<file path="src/rtl/cog_hub_port_pkg.sv">
// Shared encodings for the cog hub access port: size codes, sys function codes, FSM states.
package cog_hub_port_pkg;

  localparam logic [1:0] SZ_BYTE = 2'b00;
  localparam logic [1:0] SZ_WORD = 2'b01;
  localparam logic [1:0] SZ_LONG = 2'b10;
  localparam logic [1:0] SZ_SYS  = 2'b11;

  localparam logic [2:0] CLKSET  = 3'd0;
  localparam logic [2:0] COGID   = 3'd1;
  localparam logic [2:0] COGINIT = 3'd2;
  localparam logic [2:0] COGSTOP = 3'd3;
  localparam logic [2:0] LOCKNEW = 3'd4;
  localparam logic [2:0] LOCKRET = 3'd5;
  localparam logic [2:0] LOCKSET = 3'd6;
  localparam logic [2:0] LOCKCLR = 3'd7;

  typedef enum logic [1:0] {
    ST_IDLE      = 2'd0,
    ST_WAIT_SLOT = 2'd1,
    ST_WAIT_ACK  = 2'd2,
    ST_CAPTURE   = 2'd3
  } state_e;

  typedef struct packed {
    logic        r;
    logic [1:0]  s;
    logic [15:0] a;
    logic [31:0] d;
  } op_t;

endpackage

</file>
<file path="src/rtl/cog_hub_port.sv">
// Per-cog hub port: holds one op until this cog's slot, drives the OR-combined bus for one
// ena_bus cycle, then waits (bounded) for the ack and returns q/c with a done pulse.
module cog_hub_port
  import cog_hub_port_pkg::*;
#(
  parameter int ACK_TIMEOUT = 16
) (
  input  logic        clk_cog,
  input  logic        nres,
  input  logic        ena_bus,
  input  logic        bus_sel_me,
  input  logic        bus_ack_me,
  input  logic [31:0] bus_q,
  input  logic        bus_c,
  input  logic        req,
  input  logic        req_r,
  input  logic [1:0]  req_s,
  input  logic [15:0] req_a,
  input  logic [31:0] req_d,
  output logic        bus_r,
  output logic        bus_e,
  output logic        bus_w,
  output logic [1:0]  bus_s,
  output logic [15:0] bus_a,
  output logic [31:0] bus_d,
  output logic        busy,
  output logic        done,
  output logic [31:0] q,
  output logic        c,
  output logic        err
);

  localparam int            CW       = (ACK_TIMEOUT > 0) ? $clog2(ACK_TIMEOUT + 1) : 1;
  localparam logic [CW-1:0] CNT_LAST = CW'(ACK_TIMEOUT - 1);
  localparam bit            TO_EN    = (ACK_TIMEOUT != 0);

  state_e        r_state;
  op_t           r_op;
  logic [CW-1:0] r_cnt;
  logic          r_done;
  logic          r_err;
  logic [31:0]   r_q;
  logic          r_c;
  logic          w_slot;

  // The bus is wired-OR across cogs, so every field must be zero outside our own slot.
  assign w_slot = (r_state == ST_WAIT_SLOT) && bus_sel_me && ena_bus;
  assign bus_e  = w_slot;
  assign bus_r  = w_slot & r_op.r;
  assign bus_w  = w_slot & ~r_op.r;
  assign bus_s  = w_slot ? r_op.s : 2'b00;
  assign bus_a  = w_slot ? r_op.a : 16'h0000;
  assign bus_d  = w_slot ? r_op.d : 32'h0000_0000;

  assign busy = (r_state != ST_IDLE);
  assign done = r_done;
  assign err  = r_err;
  assign q    = r_q;
  assign c    = r_c;

  always_ff @(posedge clk_cog) begin
    if (!nres) begin
      r_state <= ST_IDLE;
      r_op    <= '0;
      r_cnt   <= '0;
      r_done  <= 1'b0;
      r_err   <= 1'b0;
      r_q     <= 32'h0000_0000;
      r_c     <= 1'b0;
    end else begin
      r_done <= 1'b0;
      r_err  <= 1'b0;
      case (r_state)
        ST_IDLE: begin
          if (req) begin
            r_op    <= {req_r, req_s, req_a, req_d};
            r_state <= ST_WAIT_SLOT;
          end
        end
        ST_WAIT_SLOT: begin
          if (ena_bus && bus_sel_me) begin
            r_cnt   <= '0;
            r_state <= ST_WAIT_ACK;
          end
        end
        ST_WAIT_ACK: begin
          // Result data is only valid alongside the ack, so it is captured on entry to CAPTURE.
          if (ena_bus && bus_ack_me) begin
            r_q     <= bus_q;
            r_c     <= bus_c;
            r_done  <= 1'b1;
            r_state <= ST_CAPTURE;
          end else if (ena_bus && TO_EN) begin
            if (r_cnt == CNT_LAST) begin
              r_done  <= 1'b1;
              r_err   <= 1'b1;
              r_state <= ST_CAPTURE;
            end else if (r_cnt != {CW{1'b1}}) begin
              r_cnt <= r_cnt + 1'b1;
            end
          end
        end
        ST_CAPTURE: begin
          if (req) begin
            r_op    <= {req_r, req_s, req_a, req_d};
            r_state <= ST_WAIT_SLOT;
          end else begin
            r_state <= ST_IDLE;
          end
        end
        default: r_state <= ST_IDLE;
      endcase
    end
  end

endmodule

</file>
<file path="config.mk">
export PLATFORM = sky130hd
export DESIGN_NAME = cog_hub_port
export DESIGN_NICKNAME = d
export VERILOG_FILES = /design/src/rtl/cog_hub_port_pkg.sv /design/src/rtl/cog_hub_port.sv
export SDC_FILE = /design/constraint.sdc
export NUM_CORES = 1
export LEC_CHECK = 0
export ABC_AREA = 1
export BUFFER_PORTS_ARGS = -buffer_cell sky130_fd_sc_hd__buf_4
export CAP_MARGIN = 30
export CORE_AREA = 8 8 84 115
export CTS_CLUSTER_SIZE = 40
export DETAILED_ROUTE_END_ITERATION = 10
export DIE_AREA = 0 0 92 123
export PLACE_DENSITY = 0.82
export SLEW_MARGIN = 20
export SYNTH_ARGS = -nofsm -noshare
export SYNTH_HDL_FRONTEND = slang
export SYNTH_SLANG_ARGS = --single-unit
</file>
<file path="constraint.sdc">
create_clock -name clk_cog -period 3.47 [get_ports clk_cog]
set_clock_uncertainty 0.15 [all_clocks]
set_input_delay 0.1735 -clock clk_cog [delete_from_list [all_inputs] [get_ports clk_cog]]
set_output_delay 0.1735 -clock clk_cog [all_outputs]
set_load 0.01 [all_outputs]
</file>
==> impl_metrics.py <==
metrics = {
    "layout": {
        "num-nets-final": 848,
        "postLayoutCoreUtil_pct": 77.9,
        "design_area_mm2": 0.00623,
        "layout_commonest_cell": "buf_4",
        "finalNonFillerCells": 858,
        "fillers": 523,
        "syn2layout_area_growth_pct": 62.1,
        "final_cell_mix": "buf_4, inv_1, a21oi_1",
        "final_layout_size_suffix_gt1_share_pct": 27.5,
    },
    "route": {
        "drcViolationCount": 0,
        "firstDrtPassIters": 5,
        "routed-via-count": 4313,
        "wl_met2_um": 7290,
        "dr_wl_met3_um": 1100,
        "routed.top_layer": "met4",
        "dr.first_iter.drc_count": 233,
        "vias_per_cell": 5.03,
        "m1WireLength_um": 4870,
        "wirelength_um": 13700,
        "ant_nets": 0,
        "wl_per_cell_um": 16.0,
    },
    "clock_network": {
        "numCtsBuffers": 9,
        "clk_latency_ps": 340,
        "cts.sinks": 93,
        "clock-root-buffer": "clkbuf_16",
        "cts_max_level": 3,
        "cts_buffer_depth": 2,
        "cts_tree": "done",
        "cts.clk_slew.worst_paths_ps": 60,
    },
    "power": {
        "p_int_mw": 2.34,
        "power.density_mw_per_mm2": 564,
        "ir_drop_uv": 400,
        "p_leak_nw": 2.80,
        "switching_share_pct": 33.3,
        "p_sw_mw": 1.17,
        "power_frac_comb_pct": 31.1,
        "p_clk_share_pct": 27.6,
        "power_mw": 3.51,
        "p_seq_share_pct": 41.3,
    },
    "synthesis": {
        "synth_top_cell_by_area": "dfxtp_1",
        "synthTopCellsByArea": "dfxtp_1, a21oi_1, inv_1",
        "synth_cell_types": 20,
        "ys_seq_elements": 93,
        "syn_nets": 610,
        "syn-instance-count": 512,
        "yosys_warnings": 0,
        "syn_avg_cell_area_um2": 7.51,
        "syn_area_mm2": 0.00384,
        "synth_top_area_share_pct": 48.4,
        "yosysSeqAreaShare_pct": 48.4,
    },
    "place": {
        "io_buffers": 178,
        "dp_slack_ps": 1290,
        "dp_cells": 762,
        "gp_congestion": 0.786,
        "dpl_cell_area_mm2": 0.00514,
        "hpwlAfterDp_um": 8090,
    },
    "floorplanning": {
        "die_width_um": 92,
        "ioPinCount": 179,
        "start_util_pct": 48.0,
        "die_area_mm2": 0.0113,
        "die_h_um": 123,
        "core-area_mm2": 0.00800,
        "rows": 39,
    },
    "worst_setup_path": {
        "critical_path.endpoint_type": "primary output",
        "crit_fanout": 52,
        "path_class": "flop to primary output",
        "ff2ff_setup_slack_ps": 1390,
        "required_ps": 3150,
        "cp.arrival_ps": 2250,
        "start_kind": "flop",
    },
    "grt": {
        "grt_pass1_vias": 4469,
        "grt_max_degree": 92,
        "grt_first_pass_wirelength_um": 21600,
        "antenna_found_initial": 0,
        "overflow": 0,
        "grt_usage_pct": 23.8,
    },
    "timing": {
        "fmax_mhz": 388,
        "fin_ws_ps": 896,
        "tns_ps": 0,
        "hold_viol": 1,
        "setup_viol": 0,
        "fin_hold_ws_ps": -1.89,
        "worstMarginPinSlew_ps": 878,
        "finalCritPeriodShare_pct": 74.2,
        "slew_violations": 0,
        "finalWorstPathRequiredPeriod_ps": 2570,
        "slew_headroom_pct": 41.5,
        "rsz0062_at_grt": "false",
    },
    "outcome": {
        "status": "complete, but fails checks",
        "violations": "negative hold slack",
    },
    "hold_path": {
        "hold_path_class": "input pin to flop",
    },
    "flow_run": {
        "cap_violations": 0,
    },
}
## worst max-delay path, stage by stage (launching register included)
cell and delay (ps):
dfxtp_1 410, inv_1 120, ha_1 230, inv_1 90
nor2_2 50, inv_2 610, nor2_1 160, buf_4 200
## cell families after synthesis
kind of cell               Yosys count  share of synthesized area [%]
adders and majority gates            8                           2.60
and+or+nand+nor                    100                           10.9
AOI/OAI and AO/OA                  179                           23.3
buffers and inverters              132                           14.8
DFF                                 93                           48.4
## power by group through the flow
stage	Sequential, mW	Clock [mW]	Combinational (mW)
floorplan	1.47	0	0.652
global placement	1.45	0	0.948
detailed placement	1.47	0	0.993
CTS	1.45	0.981	1.07
global route	1.47	1.03	1.22
finish	1.45	0.971	1.09
## layer usage
metal,vias up,GRT usage [%]
li1,2092,-
met1,2000,22.6
met2,186,43.9
met3,35,7.78
met4,0,14.0
met5,-,0
## worst paths after layout
check / start / to / cells after the start
min reg2reg: q[26] / q[26] / 2
max reg2reg: r_state[0] / q[10] / 6
min: req_a[3] / r_op[35] / 3
max: r_state[1] / bus_d[1] / 7
## state kept, by name (all words and copies together), names as in the netlist
signal   flops
r_cnt        5
q           32
c            1
r_state      2
done         1
err          1
r_op        51
## synthesized netlist by cell type (all sizes together)
library cell and instances:
inv 100, a21oi 95, dfxtp 93, o21ai 84, nor2 62, nand2 26
buf 23, clkbuf 9, ha 8, nand3 7, or2 2, nand3b 1
nand4 1, nor3 1
## cell type report
cell class | count | area [um^2] | share of cell area (%)
antenna | 2 | 5.00 | 0.0803
clock buffer | 10 | 229 | 3.67
clock inverter | 5 | 62.6 | 1.00
inverter | 100 | 375 | 6.02
multi-input combinational | 287 | 1420 | 22.7
sequential | 93 | 1860 | 29.9
tap | 102 | 128 | 2.05
timing repair buffer | 259 | 2150 | 34.6
## timing repair
action / CTS / global route
buffers inserted: 0 / 0
endpoints found under the hold margin: 77 / 1
hold buffers: 78 / 1
resized for setup: 0 / 0
No activity file was read; power rests on OpenSTA's default activity.
